### src/rtl/mult_pkg.sv
// Shared constants and state encoding for the sequential shift-add multiplier.
package mult_pkg;

  localparam int DEF_WIDTH = 32;
  localparam int CNT_W     = $clog2(DEF_WIDTH) + 1;

  // Plain-vector state encoding keeps the FSM readable by older netlist tools.
  typedef logic [1:0] state_t;

  localparam state_t IDLE   = 2'd0;
  localparam state_t CALC   = 2'd1;
  localparam state_t FINISH = 2'd2;

endpackage

### src/rtl/mult_if.sv
// Start/busy/done handshake and operand/result bus between execute stage and multiplier.
interface mult_if
  import mult_pkg::*;
#(
  parameter int WIDTH = DEF_WIDTH
);

  logic [WIDTH-1:0] a;
  logic [WIDTH-1:0] b;
  logic             is_signed;
  logic             start;
  logic [WIDTH-1:0] hi;
  logic [WIDTH-1:0] lo;
  logic             busy;
  logic             done;

  modport master (
    output a, b, is_signed, start,
    input  hi, lo, busy, done
  );

  modport slave (
    input  a, b, is_signed, start,
    output hi, lo, busy, done
  );

endinterface

### src/rtl/mult_seq.sv
// Multi-cycle WIDTH x WIDTH -> 2*WIDTH multiplier for MULT/MULTU, one multiplier bit per cycle.
// Signed operands are multiplied as magnitudes and the product is negated at the end.
module mult_seq
  import mult_pkg::*;
#(
  parameter int WIDTH = DEF_WIDTH
) (
  input logic   clock,
  input logic   reset,
  mult_if.slave bus
);

  localparam int CW = $clog2(WIDTH) + 1;

  state_t             state;
  logic [CW-1:0]      count;
  logic [WIDTH:0]     acc;
  logic [WIDTH:0]     sum;
  logic [WIDTH-1:0]   mcand;
  logic [WIDTH-1:0]   mplier;
  logic               neg;
  logic [2*WIDTH-1:0] product;

  function automatic logic [WIDTH-1:0] magnitude(input logic [WIDTH-1:0] x, input logic sgn);
    // The most negative value maps onto itself, which is its correct unsigned magnitude.
    return (sgn && x[WIDTH-1]) ? (~x + WIDTH'(1)) : x;
  endfunction

  function automatic logic [2*WIDTH-1:0] negate(input logic [2*WIDTH-1:0] p, input logic en);
    return en ? (~p + (2*WIDTH)'(1)) : p;
  endfunction

  // NOTE: every variable in a combinational block is assigned on every path, so no latch can form.
  always_comb begin
    sum     = acc + (mplier[0] ? {1'b0, mcand} : '0);
    product = negate({acc[WIDTH-1:0], mplier}, neg);
  end

  // NOTE: sequential state uses non-blocking assignments so all registers update from pre-edge values.
  always_ff @(posedge clock) begin
    if (!reset) begin
      state    <= IDLE;
      count    <= '0;
      bus.busy <= 1'b0;
      bus.done <= 1'b0;
      bus.hi   <= '0;
      bus.lo   <= '0;
    end else begin
      bus.done <= 1'b0;
      case (state)
        IDLE: begin
          if (bus.start) begin
            state    <= CALC;
            count    <= '0;
            bus.busy <= 1'b1;
          end
        end
        CALC: begin
          count <= count + CW'(1);
          if (count == CW'(WIDTH - 1)) state <= FINISH;
        end
        FINISH: begin
          {bus.hi, bus.lo} <= product;
          bus.busy         <= 1'b0;
          bus.done         <= 1'b1;
          state            <= IDLE;
        end
        default: state <= IDLE;
      endcase
    end
  end

  // NOTE: the datapath is deliberately left without reset; it is fully reloaded on every accepted start.
  always_ff @(posedge clock) begin
    if (state == IDLE && bus.start) begin
      mcand  <= magnitude(bus.a, bus.is_signed);
      mplier <= magnitude(bus.b, bus.is_signed);
      neg    <= bus.is_signed & (bus.a[WIDTH-1] ^ bus.b[WIDTH-1]);
      acc    <= '0;
    end else if (state == CALC) begin
      {acc, mplier} <= {1'b0, sum, mplier[WIDTH-1:1]};
    end
  end

endmodule

### src/flat_wrapper.sv
// flat-port wrapper written by rule: the top's interface ports become plain ports
module mult_seq_flat import mult_pkg::*;
#(
  parameter int WIDTH = DEF_WIDTH
)
  (clock, reset, bus_a, bus_b, bus_is_signed, bus_start, bus_hi, bus_lo, bus_busy, bus_done);
  mult_if #(.WIDTH(WIDTH)) bus_i ();
  input logic clock;
  input logic reset;
  input wire logic [$bits(bus_i.a)-1:0] bus_a;
  input wire logic [$bits(bus_i.b)-1:0] bus_b;
  input wire logic [$bits(bus_i.is_signed)-1:0] bus_is_signed;
  input wire logic [$bits(bus_i.start)-1:0] bus_start;
  output wire logic [$bits(bus_i.hi)-1:0] bus_hi;
  output wire logic [$bits(bus_i.lo)-1:0] bus_lo;
  output wire logic [$bits(bus_i.busy)-1:0] bus_busy;
  output wire logic [$bits(bus_i.done)-1:0] bus_done;
  assign bus_i.a = bus_a;
  assign bus_i.b = bus_b;
  assign bus_i.is_signed = bus_is_signed;
  assign bus_i.start = bus_start;
  assign bus_hi = bus_i.hi;
  assign bus_lo = bus_i.lo;
  assign bus_busy = bus_i.busy;
  assign bus_done = bus_i.done;
  mult_seq #(.WIDTH(WIDTH)) u_core (.clock(clock), .reset(reset), .bus(bus_i));
endmodule
### config.mk
export PLATFORM = sky130hd
export DESIGN_NAME = mult_seq_flat
export DESIGN_NICKNAME = d
export VERILOG_FILES = /design/src/rtl/mult_pkg.sv /design/src/rtl/mult_if.sv /design/src/rtl/mult_seq.sv /design/src/flat_wrapper.sv
export SDC_FILE = /design/constraint.sdc
export NUM_CORES = 1
export LEC_CHECK = 0
export ABC_AREA = 1
export CAP_MARGIN = 40
export CORE_ASPECT_RATIO = 1.1
export CORE_MARGIN = 4
export CORE_UTILIZATION = 40
export CTS_CLUSTER_DIAMETER = 150
export DETAILED_ROUTE_END_ITERATION = 8
export SYNTH_ARGS = -nofsm -noshare
export SYNTH_HDL_FRONTEND = slang
export SYNTH_SLANG_ARGS = --single-unit
export TNS_END_PERCENT = 30
### constraint.sdc
create_clock -name clock -period 2.9 [get_ports clock]
set_clock_uncertainty 0.05 [all_clocks]
set_input_delay 0.58 -clock clock [delete_from_list [all_inputs] [get_ports clock]]
set_output_delay 0.58 -clock clock [all_outputs]
set_load 0.02 [all_outputs]
==> results of run 1 <==
==> cell usage in the layout, fill, tap and decap left out, types with 49 or more instances in the layout <==
| master | n |
|---|---|
| a21oi_1 | 64 |
| o21ai_0 | 94 |
| nand3_1 | 175 |
| nand2_1 | 656 |
| dfxtp_1 | 106 |
| inv_1 | 316 |
| clkdlybuf4s50_1 | 133 |
| edfxtp_1 | 65 |
| nor2_1 | 208 |
| xor2_1 | 49 |
==> cells in the mapped netlist (3+ instances only) <==
library cell and number:
a21oi_1 64, a31oi_1 4, and2_1 4, buf_1 5
buf_2 5, clkbuf_1 38, dfxtp_1 106, edfxtp_1 65
ha_1 36, inv_1 316, inv_2 9, nand2_1 656
nand3_1 175, nand3b_1 7, nand4_1 40, nor2_1 212
nor2_4 3, nor3_1 21, o211ai_1 9, o21ai_0 94
o21ai_1 25, o21ai_2 7, o21bai_1 4, o31ai_1 3
or2_2 4, xnor2_1 9, xor2_1 49
==> power by group through the flow <==
stage,Clock [mW],Sequential [mW],Combinational (mW)
final,2.26,3.01,2.07
after CTS,2.32,3.00,2.06
after global routing,2.43,3.03,2.37
after global placement,0,3.05,2.03
after floorplan,0,2.91,1.47
after detailed placement,0,3.05,2.05
==> layout make-up <==
cell class	count	area, um2
clock buffer	19	433
clock inverter	13	120
fill	3275	15700
inverter	326	1220
multi-input combinational	1448	6940
sequential	171	4070
tap	414	518
timing repair buffer	150	1510
==> sequential cells by signal, summed over array words and instances (netlist names) <==
register         count
u_core.acc          32
u_core.bus.hi       32
u_core.bus.lo       32
u_core.mcand        32
u_core.mplier       32
u_core.count         6
u_core.state         2
u_core.bus.busy      1
u_core.bus.done      1
u_core.neg           1
==> cells by family (layout without fill, tap and decap cells) <==
logic type      after synthesis  in the layout  share of synthesized area, %
compound gates              221            221                          9.90
xor+xnor                     58             58                          4.10
fa+ha+maj                    37             37                          3.79
buf+inv                     374            508                          11.4
flops                       171            171                          32.9
simple gates               1132           1132                          38.0
==> path summary, 6_finish.rpt <==
path / start / endpoint / slack [ns] / cells after the start
min: u_core.bus.lo[24]$_SDFFE_PN0P_ / u_core.bus.lo[24]$_SDFFE_PN0P_ / 0.40 / 2
min reg2reg: u_core.bus.lo[24]$_SDFFE_PN0P_ / u_core.bus.lo[24]$_SDFFE_PN0P_ / 0.40 / 2
max: u_core.mplier[0]$_DFFE_PP_ / u_core.acc[8]$_SDFFE_PP0P_ / 0.44 / 12
max reg2reg: u_core.mplier[0]$_DFFE_PP_ / u_core.acc[8]$_SDFFE_PP0P_ / 0.44 / 12
==> metal layers <==
| layer | GRT usage [%] | vias to the layer above | wire length, um |
|---|---|---|---|
| li1 | - | 6560 | - |
| met1 | 32.8 | 5542 | 19100 |
| met2 | 37.5 | 311 | 17000 |
| met3 | 3.10 | 45 | 1920 |
| met4 | 6.12 | 0 | 761 |
| met5 | 0 | - | 0 |
==> worst max-delay path, stage by stage, from the launching register on <==
cell      delay (ns)
edfxtp_1        0.46
buf_12          0.20
nand2_1         0.07
inv_1           0.06
ha_1            0.35
nand2_1         0.13
nor2_1          0.19
nand3_1         0.11
nand3b_1        0.21
nor2_1          0.06
o21ai_0         0.32
nand3_1         0.11
inv_1           0.07
==> out/summary.txt, run 1 <==
EDFF count, synth = 65
HP Class = flop to flop
row count = 67
Async S/R FF share, synth = 0%
Clock Latency Late Sink = 0.45 ns
Cell Area, Synth = 0.0124 mm2
Avg Vias per Cell = 4.90
initial antenna violation count = 0
yosys warns = 0
Cell variety after synth = 44
dominant cells by area after synthesis = nand2_1 (20%), dfxtp_1 (17%), edfxtp_1 (16%)
status = completed
clock sink count = 171
Diodes inserted = 0
Clock Power Share = 30.8%
fraction of layout cells with a size suffix above 1 = 3.81%
largest net degree at the start of global routing = 79
vias in the first global route = 11881
sequential fraction of the synthesis area = 32.9%
Synth Instances = 1993
final net count = 2219
via count = 12458
register bit total from synthesis = 171
Placed Cells = 2509
hpwl dp = 31200 um
RSZ-0062 raised after global routing = false
CP arrival = 2.80 ns
Internal = 4.63 mW
global-route wire length before repair = 62300 um
final WL = 38700 um
antenna-violating nets left = 0
GPL Wtd Cong = 0.915
TritonCTS clock tree = yes
final instance area = 0.0148 mm2
minimum clock period after layout = 2.46 ns
post-synth top area share = 19.9%
drt drc = 0
WP data required = 3.24 ns
worst slack, placed = 0.205 ns
max-slew violations = 0
CTS Root Cell = clkbuf_16
Die ar. = 0.0339 mm2
Min Hold Slack = 0.399 ns
PostCTS Resize Cnt = 0
GRT Resource Usage Total = 23.2%
Final WS setup = 0.439 ns
Post-Route Utilization = 48.6%
crit path max fanout = 31
Final Hold Vio Count = 0
Crit Path Category = flop to flop
Post-CTS Setup Inserts = 0
Leak = 7.17 nW
worst relative slew slack = 48.8%
Pwr per Cell Area = 495 mW/mm2
Design Power = 7.34 mW
Worst Tran Pin Value = 0.767 ns
Worst VDD drop = 0.355 mV
Setup TNS Final = 0 ns
P&R area growth vs syn = 19.5%
Net Count, Synth = 2098
die extent in x = 176 um
endpoint class of the critical path = flop
CTS clk-pin slew, worst paths = 0.07 ns
Placed Area = 0.0143 mm2
CTS buffer count = 17
Sw Ratio = 36.9%
Flop pwr share = 41.0%
IO buf count = 133
# IOs = 134
area of the core = 0.0305 mm2
Post-Layout Cell Count = 2541
Yosys top cell by area = nand2_1
final setup fails = 0
Die Height = 193 um
combinational power share = 28.1%
drt first pass iters = 6
CTS Hold Bufs = 0
f_max = 406 MHz
Max-cap violations = 0
Critical Path Start Type = flop
total grt overflow = 0
initial core utilization = 40.6%
Final Cycle Share = 84.8%
top_reg_cell synth = dfxtp_1
Switch Pwr = 2.71 mW
Avg Synthesized Cell Area = 6.22 um2
total number of H-tree levels = 4
DR WL/cell = 15.2 um
number of DRC markers in iteration 0 = 791
Max Root-Sink Buffers = 2
No activity file was read; power rests on OpenSTA's default activity.
==> inputs of run 2 (changes only) <==
==> constraint.sdc (replaced) <==
create_clock -name clock -period 2.42 [get_ports clock]
set_clock_uncertainty 0.05 [all_clocks]
set_input_delay 0.484 -clock clock [delete_from_list [all_inputs] [get_ports clock]]
set_output_delay 0.484 -clock clock [all_outputs]
set_load 0.02 [all_outputs]
==> out/summary.txt, run 2 (same netlist as run 1, synthesis figures left out) <==
status = completed
Sw Ratio = 37.0%
Clock Latency Late Sink = 0.45 ns
final WL = 40600 um
Leak = 7.76 nW
drt first pass iters = 7
Post-Route Utilization = 52.7%
initial core utilization = 40.6%
Diodes inserted = 0
Setup TNS Final = 0 ns
Switch Pwr = 3.43 mW
Max Root-Sink Buffers = 2
CP top delay family = simple AND/OR/NAND/NOR gates
initial antenna violation count = 0
clock sink count = 171
die extent in x = 176 um
CTS clk-pin slew, worst paths = 0.07 ns
Die ar. = 0.0339 mm2
global-route wire length before repair = 64900 um
Top cell by count, worst path = nand2_2
minimum clock period after layout = 2.32 ns
GPL Wtd Cong = 0.975
Crit Path Category = flop to flop
Critical Path Start Type = flop
final setup fails = 0
CTS buffer count = 17
RSZ-0062 raised after global routing = true
Worst path max stage delay = 0.43 ns
Design Power = 9.29 mW
total number of H-tree levels = 4
CTS Root Cell = clkbuf_16
Worst Tran Pin Value = 0.768 ns
antenna-violating nets left = 0
number of DRC markers in iteration 0 = 777
drt drc = 0
worst slack, placed = -0.0980 ns
P&R area growth vs syn = 29.6%
Final Cycle Share = 95.9%
GRT Resource Usage Total = 24.1%
crit path max fanout = 16
Flop pwr share = 38.7%
TritonCTS clock tree = yes
DR WL/cell = 15.3 um
worst relative slew slack = 48.7%
most frequent cells in the layout = nand2_1 (632), inv_1 (315), nor2_1 (194)
hpwl dp = 32700 um
CP bufs+invs = 6
slowest CP cell = edfxtp_1
total grt overflow = 0
Max-cap violations = 0
Final WS setup = 0.0984 ns
HP Class = flop to flop
vias in the first global route = 12159
CP arrival = 2.62 ns
max-slew violations = 0
largest net degree at the start of global routing = 62
Min Hold Slack = 0.399 ns
area of the core = 0.0305 mm2
Internal = 5.86 mW
Avg Vias per Cell = 4.89
combinational power share = 33.0%
crit path cell chain = buf_12 -> buf_6 -> nand2_1 -> inv_1 -> ha_4 -> buf_4 -> nand2_2 -> inv_1 -> nand2_1 -> nor3_1 -> nand2_2 -> nand2_2 -> nand2_2 -> nand3_1 -> nand3_1 -> nand2_1 -> inv_1
Final Hold Vio Count = 0
f_max = 431 MHz
WP data required = 2.72 ns
via count = 12957
IO buf count = 133
fraction of layout cells with a size suffix above 1 = 12.1%
Pwr per Cell Area = 578 mW/mm2
row count = 67
# IOs = 134
Worst VDD drop = 0.397 mV
Die Height = 193 um
commonest non-fill, non-tap cell in the layout = nand2_1
final net count = 2328
Clock Power Share = 28.3%
endpoint class of the critical path = flop
==> run 2: cell types whose count changed in the layout (fill, tap and decap cells not counted), moves of 9 or more <==
cell,delta
ha_4,+16
nand3_1,-9
nor2_1,-14
a21oi_2,+11
nand2_2,+24
a21oi_1,-11
nand2_1,-24
ha_1,-19
buf_4,+105
nor2_2,+12
==> run 2: power by group through the flow <==
stage	combinational, mW	clock [mW]	sequential (mW)
detailed placement	2.85	0	3.63
finish	3.06	2.63	3.60
global placement	2.82	0	3.62
global route	3.44	2.80	3.62
CTS	2.87	2.68	3.56
floorplan	1.76	0	3.48
==> run 2: path summary, 6_finish.rpt <==
check / startpoint / end / slack, ns / depth (start not counted)
hold reg to reg: u_core.bus.hi[25]$_SDFFE_PN0P_ / u_core.bus.hi[25]$_SDFFE_PN0P_ / 0.40 / 2
setup / recovery: u_core.mplier[0]$_DFFE_PP_ / u_core.acc[21]$_SDFFE_PP0P_ / 0.1 / 17
hold / removal: u_core.bus.hi[25]$_SDFFE_PN0P_ / u_core.bus.hi[25]$_SDFFE_PN0P_ / 0.40 / 2
setup reg to reg: u_core.mplier[0]$_DFFE_PP_ / u_core.acc[21]$_SDFFE_PP0P_ / 0.1 / 17
==> run 2: tightest hold or removal path: stages, from the launching register on <==
cell and delay, ns:
dfxtp_1 0.31, nand2_1 0.06, nand2_1 0.04
==> run 2: metrics by stage <==
| step | instances | area, um2 |
|---|---|---|
| 6_report | 2650 | 16100 |
| 5_1_grt | 2650 | 16100 |
| 4_1_cts | 2649 | 15700 |
| 3_5_place_dp | 2617 | 15100 |
| 3_3_place_gp | 2617 | 15100 |
| 2_1_floorplan | 1993 | 12400 |
==> run 2: area by class of cell <==
class	count	area (um2)
well taps	414	518
inverters	326	1220
repair buffers	259	2370
clock inverters	11	85.1
fillers	3152	14400
multi-input cells	1448	7360
clock buffers	21	445
flip-flops and latches	171	4070
==> run 2: routing by layer <==
metal / vias up / wire length [um] / part of all wire (%) / track usage [%]
li1: 6774 / - / - / -
met1: 5757 / 19900 / 49 / 35.3
met2: 370 / 17600 / 43 / 37.9
met3: 56 / 2330 / 5.7 / 2.57
met4: 0 / 839 / 2.1 / 6.57
met5: - / 0 / 0 / 0
==> run 2: what timing repair did <==
action	in CTS	in global routing
hold buffers	0	0
buffers inserted	0	1
resized for setup	5	80
hold endpoints to repair	0	0
pin swaps	0	6
setup endpoints to repair	10	26
